## config.mk

```make
export PLATFORM = sky130hd
export DESIGN_NAME = load_align_unit
export DESIGN_NICKNAME = d
export VERILOG_FILES = /design/src/rtl/lsu_pkg.sv /design/src/rtl/load_extract.sv /design/src/rtl/load_align_unit.sv
export SDC_FILE = /design/constraint.sdc
export NUM_CORES = 1
export LEC_CHECK = 0
export BUFFER_PORTS_ARGS = -buffer_cell sky130_fd_sc_hd__buf_2
export CAP_MARGIN = 10
export CORE_ASPECT_RATIO = 0.75
export CORE_MARGIN = 4
export CORE_UTILIZATION = 46
export CTS_BUF_LIST = sky130_fd_sc_hd__clkbuf_8
export CTS_CLUSTER_SIZE = 10
export DETAILED_ROUTE_END_ITERATION = 10
export GPL_ROUTABILITY_DRIVEN = 0
export PLACE_DENSITY = 0.79
export SLEW_MARGIN = 20
export SYNTH_ARGS = -nofsm -noshare
export SYNTH_HDL_FRONTEND = slang
export SYNTH_SLANG_ARGS = --single-unit
```

## constraint.sdc

```tcl
create_clock -name clk -period 3.1 [get_ports clk]
set_clock_uncertainty 0.05 [all_clocks]
set_input_delay 0.155 -clock clk [delete_from_list [all_inputs] [get_ports clk]]
set_output_delay 0.155 -clock clk [all_outputs]
set_load 0.01 [all_outputs]
```

## src/rtl/lsu_pkg.sv

```systemverilog
// Shared load-path definitions: op encodings, FSM states and op decode helpers.
package lsu_pkg;

   typedef enum logic [2:0] {
      LD_B  = 3'd0,
      LD_BU = 3'd1,
      LD_H  = 3'd2,
      LD_HU = 3'd3,
      LD_W  = 3'd4,
      LD_WU = 3'd5,
      LD_D  = 3'd6
   } load_op_e;

   typedef enum logic [2:0] {
      S_IDLE,
      S_REQ1,
      S_WAIT1,
      S_REQ2,
      S_WAIT2,
      S_RESP,
      S_DRAIN
   } state_e;

   // Access size in bytes
   function automatic logic [3:0] op_size(input load_op_e op);
      case (op)
         LD_B, LD_BU: op_size = 4'd1;
         LD_H, LD_HU: op_size = 4'd2;
         LD_W, LD_WU: op_size = 4'd4;
         default:     op_size = 4'd8;
      endcase
   endfunction

   function automatic logic op_signed(input load_op_e op);
      op_signed = (op == LD_B) || (op == LD_H) || (op == LD_W);
   endfunction

endpackage

```

## src/rtl/load_extract.sv

```systemverilog
// Combinational byte select, split merge and sign/zero extension of load data.
module load_extract
   import lsu_pkg::*;
#(
   parameter int unsigned DATA_W = 32,
   parameter int unsigned OFF_W  = $clog2(DATA_W / 8)
) (
   input  logic [DATA_W-1:0] word0,
   input  logic [DATA_W-1:0] word1,
   input  logic [OFF_W-1:0]  off,
   input  load_op_e          op,
   input  logic              split,
   output logic [DATA_W-1:0] data
);

   localparam int unsigned IDX_W = $clog2(DATA_W);

   logic [2*DATA_W-1:0] pair;
   logic [DATA_W-1:0]   raw;
   logic [IDX_W-1:0]    top;
   logic                fill;

   // Second word supplies the high bytes only for split loads
   always_comb begin
      pair = {(split ? word1 : {DATA_W{1'b0}}), word0};
      raw  = DATA_W'(pair >> {off, 3'b000});
      case (op_size(op))
         4'd1:    top = IDX_W'(7);
         4'd2:    top = IDX_W'(15);
         4'd4:    top = IDX_W'(31);
         default: top = IDX_W'(DATA_W - 1);
      endcase
      fill = op_signed(op) & raw[top];
      data = raw;
      for (int unsigned i = 0; i < DATA_W; i++) begin
         if (i > 32'(top)) data[i] = fill;
      end
   end

endmodule

```

## src/rtl/load_align_unit.sv

```systemverilog
// Load path between MEM and the data bus: aligned reads, optional split/merge, AdEL trapping.
module load_align_unit
   import lsu_pkg::*;
#(
   parameter int unsigned DATA_W           = 32,
   parameter bit          SPLIT_MISALIGNED = 1'b0
) (
   input  logic              clk,
   input  logic              resetn,
   input  logic              flush,
   input  logic              req_valid,
   output logic              req_ready,
   input  logic [2:0]        req_op,
   input  logic [31:0]       req_addr,
   output logic              mem_req,
   output logic [31:0]       mem_addr,
   input  logic              mem_gnt,
   input  logic              mem_rvalid,
   input  logic [DATA_W-1:0] mem_rdata,
   output logic              resp_valid,
   input  logic              resp_ready,
   output logic [DATA_W-1:0] resp_data,
   output logic              resp_adel,
   output logic [31:0]       resp_badvaddr
);

   localparam int unsigned LANES = DATA_W / 8;
   localparam int unsigned OFF_W = $clog2(LANES);

   state_e            state;
   load_op_e          op_q;
   logic [OFF_W-1:0]  off_q;
   logic              split_q;
   logic [DATA_W-1:0] first_q;

   load_op_e          req_op_e;
   logic [3:0]        req_size;
   logic [OFF_W-1:0]  req_off;
   logic              op_legal;
   logic              misaligned;
   logic              req_split;
   logic              req_fault;
   logic [DATA_W-1:0] ext_word0;
   logic [DATA_W-1:0] ext_data;

   assign req_ready = (state == S_IDLE);

   // Request decode
   always_comb begin
      req_op_e   = load_op_e'(req_op);
      req_size   = op_size(req_op_e);
      req_off    = req_addr[OFF_W-1:0];
      op_legal   = (req_op <= 3'd6) &&
                   !((DATA_W == 32) && ((req_op_e == LD_WU) || (req_op_e == LD_D)));
      misaligned = (req_addr[3:0] & (req_size - 4'd1)) != 4'd0;
      req_split  = (32'(req_off) + 32'(req_size)) > LANES;
      req_fault  = !op_legal || (misaligned && !SPLIT_MISALIGNED);
   end

   // Non-split results come straight from the bus; split results merge with the held first word
   assign ext_word0 = (state == S_WAIT1) ? mem_rdata : first_q;

   load_extract #(
      .DATA_W (DATA_W),
      .OFF_W  (OFF_W)
   ) u_extract (
      .word0 (ext_word0),
      .word1 (mem_rdata),
      .off   (off_q),
      .op    (op_q),
      .split (state == S_WAIT2),
      .data  (ext_data)
   );

   always_ff @(posedge clk or negedge resetn) begin
      if (!resetn) begin
         state         <= S_IDLE;
         op_q          <= LD_B;
         off_q         <= '0;
         split_q       <= 1'b0;
         first_q       <= '0;
         mem_req       <= 1'b0;
         mem_addr      <= '0;
         resp_valid    <= 1'b0;
         resp_data     <= '0;
         resp_adel     <= 1'b0;
         resp_badvaddr <= '0;
      end else begin
         case (state)
            S_IDLE: begin
               if (req_valid && !flush) begin
                  op_q    <= req_op_e;
                  off_q   <= req_off;
                  split_q <= req_split;
                  if (req_fault) begin
                     state         <= S_RESP;
                     resp_valid    <= 1'b1;
                     resp_adel     <= 1'b1;
                     resp_badvaddr <= req_addr;
                     resp_data     <= '0;
                  end else begin
                     state    <= S_REQ1;
                     mem_req  <= 1'b1;
                     mem_addr <= {req_addr[31:OFF_W], OFF_W'(0)};
                  end
               end
            end
            S_REQ1, S_REQ2: begin
               // A grant coinciding with flush still leaves a read to drain
               if (flush) begin
                  mem_req <= 1'b0;
                  state   <= mem_gnt ? S_DRAIN : S_IDLE;
               end else if (mem_gnt) begin
                  mem_req <= 1'b0;
                  state   <= (state == S_REQ1) ? S_WAIT1 : S_WAIT2;
               end
            end
            S_WAIT1, S_WAIT2: begin
               if (flush) begin
                  state <= mem_rvalid ? S_IDLE : S_DRAIN;
               end else if (mem_rvalid) begin
                  if ((state == S_WAIT1) && split_q) begin
                     first_q  <= mem_rdata;
                     state    <= S_REQ2;
                     mem_req  <= 1'b1;
                     mem_addr <= mem_addr + 32'(LANES);
                  end else begin
                     state      <= S_RESP;
                     resp_valid <= 1'b1;
                     resp_adel  <= 1'b0;
                     resp_data  <= ext_data;
                  end
               end
            end
            S_RESP: begin
               if (flush || resp_ready) begin
                  resp_valid <= 1'b0;
                  state      <= S_IDLE;
               end
            end
            S_DRAIN: begin
               if (mem_rvalid) state <= S_IDLE;
            end
            default: state <= S_IDLE;
         endcase
      end
   end

endmodule

```

==> results.py <==
metrics = {
    "outcome": {
        "status": "finished clean",
    },
    "sta": {
        "slew_headroom": 0.376,
        "period_minus_slack_ns": 2.68,
        "setup_violations": 0,
        "finalHoldViolCount": 0,
        "final.setup.tns_ns": 0,
        "grt_setup_unrepaired": "false",
        "post-route-period-util": 0.865,
        "finalMaxSlewViolations": 0,
        "worst_slew_pin_slew_ns": 0.936,
        "holdWs_ns": 0.0449,
        "max_freq_mhz": 373,
    },
    "cts": {
        "cts_tree": "built",
        "cts_setup_buffers": 0,
        "cts_sinks": 138,
        "clk_pin_slew_ns": 0.08,
        "clkLatencyLatePin_ns": 0.45,
        "root_buffer": "clkbuf_8",
        "htree_levels": 4,
        "cts_resized": 0,
        "clockBufferDepth": 2,
        "cts_buffers": 17,
    },
    "route": {
        "wl_um": 22800,
        "num_vias": 7036,
        "viasPerCell": 5.90,
        "post-route-drc-count": 0,
        "drtIter0Drc": 780,
        "routedWlPerCell_um": 19.1,
        "drtPass1Iterations": 6,
        "ant_nets": 0,
    },
    "yosys": {
        "ys_ff_latch": 138,
        "synth_top_area_share": 0.445,
        "ys_async_sr_fraction": 1.00,
        "yosys.area.top_type": "dfrtp_1",
        "synthTopCellsByArea": "dfrtp_1, mux2i_1, mux2_2",
        "synth_cells": 749,
        "netlist_area_um2": 7760,
        "avgSynthCellArea_um2": 10.4,
        "yosysWarningCount": 0,
        "synth_seq_area_share": 0.445,
        "synth.distinct_cells": 67,
        "synthFlopType": "dfrtp_1",
        "synth-edff-count": 0,
    },
    "power": {
        "p_per_area_nw_per_um2": 912,
        "power_w": 0.00902,
        "p_leak_nw": 4.53,
        "ir_drop_mv": 0.417,
    },
    "grt": {
        "antenna_found_initial": 1,
        "grt_pass1_vias": 6742,
        "grt_pass1_wl_um": 36400,
        "grt.overflow.total": 0,
        "grt_max_degree": 65,
        "gr-usage-all-layers": 0.241,
    },
    "worst_setup_path": {
        "crit_chain": "nor3b_2 -> buf_4 -> mux2i_1 -> o21ai_0 -> a21oi_1 -> o31ai_2",
        "arrival_ns": 2.97,
        "crit_family": "compound AO/OA/AOI/OAI gates",
        "slowest_stage": "nor3b_2",
        "cpPeakStageDelay_ns": 0.54,
        "cp_max_fo": 21,
        "crit_buf_inv": 1,
        "crit_required_ns": 3.38,
        "crit_type": "flip-flop to flip-flop",
        "end_kind": "flip-flop",
        "start_kind": "flip-flop",
    },
    "place": {
        "port_buffers": 171,
        "place_inst": 1095,
        "dp_hpwl_um": 15400,
    },
    "final_layout": {
        "nets": 1050,
        "diodes": 0,
        "regArea_um2": 3450,
        "final_cell_count_no_fill": 1193,
        "final_common_cell": "buf_2",
        "n_fill_cell": 1298,
        "multiInputGateArea_um2": 4050,
        "drive_above_1_share": 0.328,
        "areaGrowthSynthToFinish_pct": 27.5,
        "final_cell_mix": "buf_2, dfrtp_1, mux2i_1, nand2_1, dlygate4sd3_1",
    },
    "worst_hold_path": {
        "hold_path_class": "input port to flip-flop",
    },
    "floorplan": {
        "dieArea_um2": 19000,
        "die_w_um": 158,
        "core_um2": 16300,
        "die_y_um": 120,
        "start_util": 0.477,
        "num_rows": 40,
        "pin_count": 174,
    },
    "flow_run": {
        "maxCapViolations": 0,
    },
}
## sequential cells by signal, summed over array words and instances (netlist names)
name,cells
first_q,32
resp_badvaddr,32
resp_data,32
mem_addr,30
op_q,3
state,3
off_q,2
mem_req,1
resp_adel,1
resp_valid,1
split_q,1
## per-stage QoR
step                      cell area (um2)  worst slack (ns)   util
after floorplan                      7760             0.765      -
after detailed placement             8850             0.482  0.544
final                                9890             0.418  0.608
after global routing                 9890             0.288  0.608
after CTS                            9890             0.435  0.608
after global placement               8850             0.623  0.544
## final timing paths
path	startpoint	end	slack, ns	cells after the start
max	state[0]	resp_data[28]	0.42	6
min	req_addr[1]	off_q[1]	0.04	3
max reg2reg	state[0]	resp_data[28]	0.42	6
min reg2reg	resp_data[17]	resp_data[17]	0.43	2
max in group asynchronous	resetn	mem_addr[10]	2.00	3
min in group asynchronous	resetn	resp_badvaddr[10]	0.22	2
## cell families (layout without fill, tap and decap cells)
group	after synthesis	in the layout	synth area share
AO/OA/AOI/OAI	203	203	0.171
flip-flops	138	138	0.445
other	1	2	0.000483
buffers and inverters	67	300	0.0377
AND/OR/NAND/NOR	180	180	0.113
XOR/XNOR	1	1	0.00113
multiplexers	153	153	0.221
adder cells (fa/ha/maj)	6	6	0.0103
## final cells by class
type | count | share of cell area
sequential | 138 | 0.349
multi-input combinational | 545 | 0.410
tap | 210 | 0.0266
inverter | 8 | 0.00304
clock inverter | 11 | 0.0101
timing repair buffer | 261 | 0.174
clock buffer | 20 | 0.0278
## where the power goes
part	internal [W]	leakage, nW	switching, W
registers	0.00253	1.75	0.000698
clock network	0.000690	0.189	0.000719
logic	0.00192	2.59	0.00246
total	0.00514	4.53	0.00388
## worst min-delay path: stages
cell	delay, ns
buf_2	0.11
inv_1	0.08
o21ai_0	0.15
## what timing repair did
| action | in CTS | in global routing |
|---|---|---|
| setup endpoints to repair | 0 | 0 |
| hold buffers | 67 | 0 |
| hold endpoints to repair | 141 | 0 |
## synthesized netlist by cell type, drive strengths merged (4+ instances only)
library cell,count
ha,4
inv,8
dfrtp,138
o21ai,61
nand4,10
mux4,8
a21o,5
nand2b,6
clkbuf,35
o211ai,9
o22ai,10
mux2i,77
nor3,6
nor2,27
or3,5
a31oi,4
o31ai,20
a2bb2oi,15
and3,8
buf,24
mux2,68
a21oi,55
nand3,20
nand2,75
nor4,4
## metal layers
metal,part of all wire,vias up,GRT usage,wire length (um)
met2,0.44,336,0.358,10100
met4,0.021,2,0.0623,480
li1,-,3224,-,-
met5,0.00057,-,0,13
met3,0.085,52,0.0619,1930
met1,0.45,3422,0.353,10200
(Power assumes the default switching activity.)
